===== src/rtl/mux16_rr_sched_if.sv =====
// Request/grant bundle between the requesters and the 16:1 mux round-robin scheduler.
// master = requester side, slave = scheduler side.
interface mux16_rr_sched_if;
  logic [15:0] Req;
  logic        Done;
  logic [3:0]  Sel;
  logic [15:0] Grant;
  logic        Valid;
  logic        Timeout;

  modport master (
    output Req,
    output Done,
    input  Sel,
    input  Grant,
    input  Valid,
    input  Timeout
  );

  modport slave (
    input  Req,
    input  Done,
    output Sel,
    output Grant,
    output Valid,
    output Timeout
  );
endinterface


===== src/rtl/mux16_rr_sched.sv =====
// Round-robin scheduler for a shared 16:1 mux: grants one requester at a time, holds the select.
// Optional forced release after MAX_HOLD cycles when built with SCHED_TIMEOUT_EN.
module mux16_rr_sched #(
  parameter int unsigned MAX_HOLD = 15,
  parameter int unsigned CNT_W    = 8
) (
  input logic               Clock,
  input logic               Resetn,
  mux16_rr_sched_if.slave   sched_io
);

  if (MAX_HOLD < 1 || MAX_HOLD > 255 || (64'(1) << CNT_W) <= 64'(MAX_HOLD)) begin : g_param_err
    $error("mux16_rr_sched: MAX_HOLD must be 1..255 and fit in CNT_W bits");
  end

  typedef enum logic [0:0] {StIdle, StBusy} state_e;

  state_e      state_q, state_d;
  logic [3:0]  sel_q, sel_d;
  logic [3:0]  ptr_q, ptr_d;
  logic [15:0] grant_q, grant_d;
  logic        valid_q, valid_d;

  logic        pick_found;
  logic [3:0]  pick_idx;
  logic        release_hard;
  logic        timeout_hit;
  logic        release_req;

  // Scan from highest offset down so the first set bit after ptr_q is the last one written.
  always_comb begin
    pick_found = 1'b0;
    pick_idx   = ptr_q;
    for (int i = 15; i >= 0; i--) begin
      if (sched_io.Req[ptr_q + 4'(i)]) begin
        pick_found = 1'b1;
        pick_idx   = ptr_q + 4'(i);
      end
    end
  end

  assign release_hard = sched_io.Done || !sched_io.Req[sel_q];

`ifdef SCHED_TIMEOUT_EN
  logic [CNT_W-1:0] hold_q, hold_d;

  assign timeout_hit = (state_q == StBusy) && !release_hard &&
                       (hold_q == CNT_W'(MAX_HOLD - 1));

  always_comb begin
    hold_d = hold_q;
    if (state_q == StIdle) begin
      if (pick_found) begin
        hold_d = '0;
      end
    end else if (!release_req) begin
      hold_d = hold_q + CNT_W'(1);
    end
  end

  always_ff @(posedge Clock) begin
    if (!Resetn) begin
      hold_q <= '0;
    end else begin
      hold_q <= hold_d;
    end
  end
`else
  assign timeout_hit = 1'b0;
`endif

  assign release_req = (state_q == StBusy) && (release_hard || timeout_hit);

  always_ff @(posedge Clock) begin
    if (!Resetn) begin
      state_q <= StIdle;
      sel_q   <= 4'd0;
      ptr_q   <= 4'd0;
      grant_q <= 16'h0000;
      valid_q <= 1'b0;
    end else begin
      state_q <= state_d;
      sel_q   <= sel_d;
      ptr_q   <= ptr_d;
      grant_q <= grant_d;
      valid_q <= valid_d;
    end
  end

  always_comb begin
    state_d = state_q;
    unique case (state_q)
      StIdle: if (pick_found) state_d = StBusy;
      StBusy: if (release_req) state_d = StIdle;
      default: state_d = StIdle;
    endcase
  end

  // Sel survives release; only Grant/Valid drop so the mux select stays stable while idle.
  always_comb begin
    sel_d   = sel_q;
    ptr_d   = ptr_q;
    grant_d = grant_q;
    valid_d = valid_q;
    unique case (state_q)
      StIdle: begin
        if (pick_found) begin
          sel_d   = pick_idx;
          grant_d = 16'h0001 << pick_idx;
          valid_d = 1'b1;
        end
      end
      StBusy: begin
        if (release_req) begin
          grant_d = 16'h0000;
          valid_d = 1'b0;
          ptr_d   = sel_q + 4'd1;
        end
      end
      default: begin
        grant_d = 16'h0000;
        valid_d = 1'b0;
      end
    endcase
  end

  assign sched_io.Sel     = sel_q;
  assign sched_io.Grant   = grant_q;
  assign sched_io.Valid   = valid_q;
  assign sched_io.Timeout = timeout_hit && Resetn;

endmodule


===== src/flat_wrapper.sv =====
// flat-port wrapper written by rule: the top's interface ports become plain ports
module mux16_rr_sched_flat 
#(
  parameter int unsigned MAX_HOLD = 15,
  parameter int unsigned CNT_W    = 8
)
  (Clock, Resetn, sched_io_Req, sched_io_Done, sched_io_Sel, sched_io_Grant, sched_io_Valid, sched_io_Timeout);
  mux16_rr_sched_if sched_io_i ();
  input logic Clock;
  input logic Resetn;
  input wire logic [$bits(sched_io_i.Req)-1:0] sched_io_Req;
  input wire logic [$bits(sched_io_i.Done)-1:0] sched_io_Done;
  output wire logic [$bits(sched_io_i.Sel)-1:0] sched_io_Sel;
  output wire logic [$bits(sched_io_i.Grant)-1:0] sched_io_Grant;
  output wire logic [$bits(sched_io_i.Valid)-1:0] sched_io_Valid;
  output wire logic [$bits(sched_io_i.Timeout)-1:0] sched_io_Timeout;
  assign sched_io_i.Req = sched_io_Req;
  assign sched_io_i.Done = sched_io_Done;
  assign sched_io_Sel = sched_io_i.Sel;
  assign sched_io_Grant = sched_io_i.Grant;
  assign sched_io_Valid = sched_io_i.Valid;
  assign sched_io_Timeout = sched_io_i.Timeout;
  mux16_rr_sched #(.MAX_HOLD(MAX_HOLD), .CNT_W(CNT_W)) u_core (.Clock(Clock), .Resetn(Resetn), .sched_io(sched_io_i));
endmodule

===== config.mk =====
export PLATFORM = sky130hd
export DESIGN_NAME = mux16_rr_sched_flat
export DESIGN_NICKNAME = d
export VERILOG_FILES = /design/src/rtl/mux16_rr_sched_if.sv /design/src/rtl/mux16_rr_sched.sv /design/src/flat_wrapper.sv
export SDC_FILE = /design/constraint.sdc
export NUM_CORES = 1
export LEC_CHECK = 0
export ABC_AREA = 0
export BUFFER_PORTS_ARGS = -buffer_cell sky130_fd_sc_hd__buf_2
export CAP_MARGIN = 0
export CORE_ASPECT_RATIO = 0.7
export CORE_MARGIN = 2
export CORE_UTILIZATION = 57
export CTS_CLUSTER_DIAMETER = 120
export DETAILED_ROUTE_END_ITERATION = 16
export GPL_ROUTABILITY_DRIVEN = 0
export PLACE_DENSITY_LB_ADDON = 0.15
export SETUP_SLACK_MARGIN = 0.4
export SLEW_MARGIN = 20
export SYNTH_ARGS = -nofsm -noshare
export SYNTH_HDL_FRONTEND = slang
export SYNTH_SLANG_ARGS = --single-unit

===== constraint.sdc =====
create_clock -name Clock -period 7.2 [get_ports Clock]
set_input_delay 0 -clock Clock [delete_from_list [all_inputs] [get_ports Clock]]
set_output_delay 0 -clock Clock [all_outputs]
set_load 0.02 [all_outputs]

After elaboration in Yosys (flattened, before gate mapping)
Index checks and enable logic that the tools add are counted.

operators by class
  equal/unequal tests = 2
  reduce and logical (&&, ||, !) cells = 6
  magnitude comparators = 17
  multiplexer cells = 75
  shifts and indexed selects = 1
  add/subtract/negate cells = 16
  bitwise operators = 1

operators by type and width
  operator                count
  $lt A4 B5 Y1 const B    17
  $bmux W1 S4             17
  $mux W4                 16
  $mux W1                 37
  $add A4 B4 Y4 const B   8
  $mux W16                2
  $pmux W16 S2            1
  $add A4 B3 Y4 const B   4
  $shl A1 B4 Y16 const A  1
  $add A4 B1 Y4 const B   2
  $add A4 B2 Y4 const B   2
  $reduce_and A2 Y1       3
  $pmux W1 S2             2
  $ne A2 B1 Y1 const B    1
  $ne A2 B2 Y1 const B    1
  $logic_and A1 B1 Y1     1
  $logic_not A1 Y1        1
  $logic_or A1 B1 Y1      1
  $not A1 Y1              1

word-level totals
  flip-flop bits (word level) = 26
  input port bits = 19
  logic and storage cells = 123
  output and inout bits = 22

Longest topological paths before layout
  word-level depth = 22
  depth in mapped cells = 17
  mapped depth without buffers = 11

Worst setup path before layout
No wires, ideal clock.

  path type = reg2reg
  start point = register u_core.ptr_q[1]
  end point = register u_core.grant_q[5], in the netlist u_core.sched_io.Grant[5]
  buffers on the path = 4
  clock period less this slack = 4.616 ns
  cell stages (with the launch flop) = 15
  required time = 7.116 ns
  data arrival time = 4.532 ns
  path slack = 2.584 ns
  setup time = 0.084 ns
  cells stage by stage = dfxtp_1 buf_2 buf_2 clkinv_1 ha_1 buf_4 buf_4 mux2_2 mux4_2 nor2_1 o311ai_1 a2111oi_1 mux2_2 or4_4 o31ai_2

between the ends
  longest elaborated chain between the ends = 22
  elaborated cells between the ends (all ways) = 84
  those cells by class = add/sub (15); eq/ne (1); shift (1); mux (66); reduce/logical (1)

ends and longest elaborated chain
  element                        line                                        source
  from (decl)                    mux16_rr_sched.sv:20                        logic [3:0] ptr_q, ptr_d;
  from (signal assigned)         mux16_rr_sched.sv:84                        ptr_q <= ptr_d;
  $add A4 B4 Y4                  mux16_rr_sched.sv:35, mux16_rr_sched.sv:37
  $bmux W1 S4                    mux16_rr_sched.sv:35                        if (sched_io.Req[ptr_q + 4'(i)]) begin
  $mux W1 (implied by the code)  mux16_rr_sched.sv:35
  $mux W4 (16 in series)         mux16_rr_sched.sv:35
  $shl A1 B4 Y16                 mux16_rr_sched.sv:109                       grant_d = 16'h0001 << pick_idx;
  $mux W16                       mux16_rr_sched.sv:107                       if (pick_found) begin
  $pmux W16 S2                   mux16_rr_sched.sv:105                       unique case (state_q)
  to (signal assigned)           mux16_rr_sched.sv:85                        grant_q <= grant_d;
  to (decl)                      mux16_rr_sched.sv:21                        logic [15:0] grant_q, grant_d;

Parallel ways exist; a longest one is shown, timed or not. The select of a mux whose other input is x is not followed.
A chain may end at the register's enable or synchronous reset.

Worst setup path in the final report
  start point = register u_core.ptr_q[1]
  end point = register u_core.grant_q[6], in the netlist u_core.sched_io.Grant[6]

Same word-level chain as after synthesis.

==> results.md <==
- Wirelength per Cell: about 22 um
- Hold_sp: Resetn
- CTS max path bufs: 2
- Critical path fanouts, max: 26
- Remaining Overflow, GRT: 0
- Leakage: 1.43 nW
- TritonCTS clock tree: yes
- Dpl ws: 1850 ps
- Final Power: ~2 mW
- Reg2Reg Setup Slack: ~1700 ps
- Syn_nets: ~430
- Maximum clock frequency: about 180 MHz
- Hold Path Class: primary input to register
- Initial drt markers: between 300 and 400
- Post-route clock period utilization: 76.1%
- Status: finished, final reports clean
- Synth area leaders: mux4_2 (24%), dfxtp_1 (14%), mux2i_1 (7.1%)
- Yosys reg bits: 26
- Final Hold Fails: 0
- Root buffer cell: clkbuf_8
- Cells after synthesis: 404
- Max cap viols: 0
- Chip width: between 90 and 100 um
- Post-synth ARST share: 0%
- Tmin final: between 5000 and 6000 ps
- Final setup viols: 0
- Initial antenna violation count: 0
- Yosys top cell by area: mux4_2
- Fin area: ~3900 um2
- Largest net degree at the start of global routing: 40
- ANT nets after route: 0
- Clk sinks: 26
- IO Pins: 41
- WP data required: about 7400 ps
- Yosys warns: 0
- Worst reg2reg endpoint: u_core.sched_io.Grant[6]$_SDFFE_PN0P_
- H-tree levels: 1
- Die area: approximately 7000 um2
- Top cell type's share of synthesized area: a little under a quarter
- Buffers inserted by post-CTS timing repair: 0
- Worst EP arrival: roughly 5600 ps
- Share of layout cells above drive strength 1: around 28%
- Post-synth EDFFs: 0
- CP endpoint kind: register
- Slew headroom: between 30% and 40%
- Final WS setup: around 1700 ps
- Via density: ~7.3
- P&R area growth vs syn: 6.79%
- Avg Cell Area, Syn: between 9 and 10 um2
- Synth cell types: roughly 70
- Post-detail-place hpwl: around 8400 um
- Global-route wire length before repair: ~18000 um
- Clk slew on worst S/H paths: around 90 ps
- Critical Path Source: u_core.ptr_q[1]$_SDFFE_PN0P_
- Peak VDD IR: ~0.21 mV
- Core footprint: just over 6000 um2
- CTS hold repair buffers: 0
- Multi-input logic area: between 2000 and 3000 um2
- Filler instances: between 500 and 600
- RSZ-0062 raised after global routing: no
- FP Rows: 24
- Crit start category: register
- Power Density: just over 500 nW/um2
- Die height: roughly 71 um
- Total wire length: 11200 um
- # port buffers: 39
- FF-to-FF Start: u_core.ptr_q[1]$_SDFFE_PN0P_
- Hold path depth: 2
- Cell Area, Placed: roughly 3900 um2
- Pins over their slew limit: 0
- R2R depth: 12
- Vias: approximately 3700
- Worst-Skew Late Latency: about 270 ps
- Post-route DRC: 0
- Worst hold slack: between 20 and 25 ps
- Antenna Cells: 0
- GRT Total Usage: roughly a third
- Prevailing post-synth register cell: dfxtp_1
- Post-CTS Resized: 0
- Setup TNS: 0 ps
- Initial core utilization: between 50% and 60%
- Post-synthesis sequential area ratio: 14.2%
- Hold EP: u_core.ptr_q[0]$_SDFFE_PN0P_
- Vias in the first global route: roughly 3300
- Synth Cell Area: about 3700 um2
- Drt pass-1 iters: 5
- TritonCTS Buffers: 3
- Seq. cell area: around 520 um2
- Slew at the pin with the worst max-slew slack: 1020 ps
- Final setup skew: between 2 and 3 ps
- Crit Path Class: register to register
- Layout Nets: 457
report_power, final:
group	internal (mW)	leakage, nW	switching [mW]
Clock	0.0376	0.0216	0.0451
Combinational	0.646	1.19	1.05
Sequential	0.181	0.212	0.0322
Total	0.865	1.43	1.13
critical path: stages (launching register included):
cell and delay [ps]:
dfxtp_1 310, buf_4 360, clkinv_1 440, ha_1 1120, mux4_2 690, mux2_2 340, mux2_2 310, or4_1 500
a311oi_1 290, o311a_1 220, a2111o_1 220, o21a_1 390, o31ai_1 140
synthesized netlist by cell type, drive strengths merged, types with 9 or more instances:
cell,n
nand2,44
dfxtp,26
o31ai,9
nor2,31
o21ai,31
inv,11
mux4,40
buf,13
mux2,16
nand3,13
clkbuf,9
a21oi,18
mux2i,27
metal layers:
layer / vias to the layer above / GRT usage [%] / share of wire [%]
li1: 1632 / - / -
met1: 1784 / 51.0 / 44
met2: 267 / 41.5 / 40
met3: 16 / 11.7 / 15
met4: 0 / 6.24 / 1.2
met5: - / 0 / 0
sequential cells by signal (all words and copies together), names as in the netlist:
| signal | cells |
|---|---|
| u_core.sched_io.Valid | 1 |
| u_core.sched_io.Sel | 4 |
| u_core.state_q | 1 |
| u_core.sched_io.Grant | 16 |
| u_core.ptr_q | 4 |
worst max-delay path by stage:
stage / endpoint / slack [ps] / cells past startpoint
final: u_core.sched_io.Grant[6]$_SDFFE_PN0P_ / 1720 / 12
after floorplan: u_core.sched_io.Grant[5]$_SDFFE_PN0P_ / 2580 / 14
after global routing: u_core.sched_io.Grant[5]$_SDFFE_PN0P_ / 1390 / 12
after CTS: u_core.sched_io.Grant[5]$_SDFFE_PN0P_ / 1820 / 11
after global placement: u_core.sched_io.Sel[2]$_SDFFE_PN0P_ / 1940 / 12
after detailed placement: u_core.sched_io.Grant[5]$_SDFFE_PN0P_ / 1850 / 11
final cells by class:
class / instances / area share [%]
Multi-Input combinational cell: 344 / 76.2
Sequential cell: 26 / 13.3
Timing Repair Buffer: 43 / 5.75
Tap cell: 78 / 2.49
Inverter: 12 / 1.15
Clock buffer: 3 / 1.05
kinds of logic after synthesis:
| family | share of synthesized area (%) |
|---|---|
| AO/OA/AOI/OAI | 22.2 |
| multiplexers | 37.1 |
| AND/OR/NAND/NOR | 15.8 |
| adder cells (fa/ha/maj) | 2.73 |
| buffers and inverters | 4.40 |
| other | 0.102 |
| XOR/XNOR | 3.52 |
| flip-flops | 14.2 |
cell usage in the layout, fill, tap and decap left out, types with 3 or more instances in the layout:
cell      netlist  final
nand2_1        44     44
mux4_2         39     39
buf_2           6     39
nor2_1         31     31
mux2i_1        26     26
dfxtp_1        26     25
o21ai_0        24     24
a21oi_1        17     17
mux2_2         15     15
nand3_1        13     13
inv_1           8      8
nor3_1          8      8
ha_1            8      8
xnor2_1         7      7
nor2b_1         7      7
o31ai_1         7      7
a211oi_1        7      7
o21ai_1         7      7
nand4_1         5      5
a22oi_1         5      5
xor2_1          4      4
a31oi_1         4      4
buf_4           5      4
inv_2           3      3
a311oi_1        3      3
o21bai_1        3      3
and2_1          3      3
o211ai_1        3      3
or3_1           3      3
clkbuf_8        0      3
stage by stage:
step / util, % / std cells
after global routing: 63.0 / 506
after CTS: 63.0 / 506
after floorplan: - / 404
after global placement: 62.3 / 503
final: 63.0 / 506
after detailed placement: 62.3 / 503
Power figures use the tool's default switching activity.
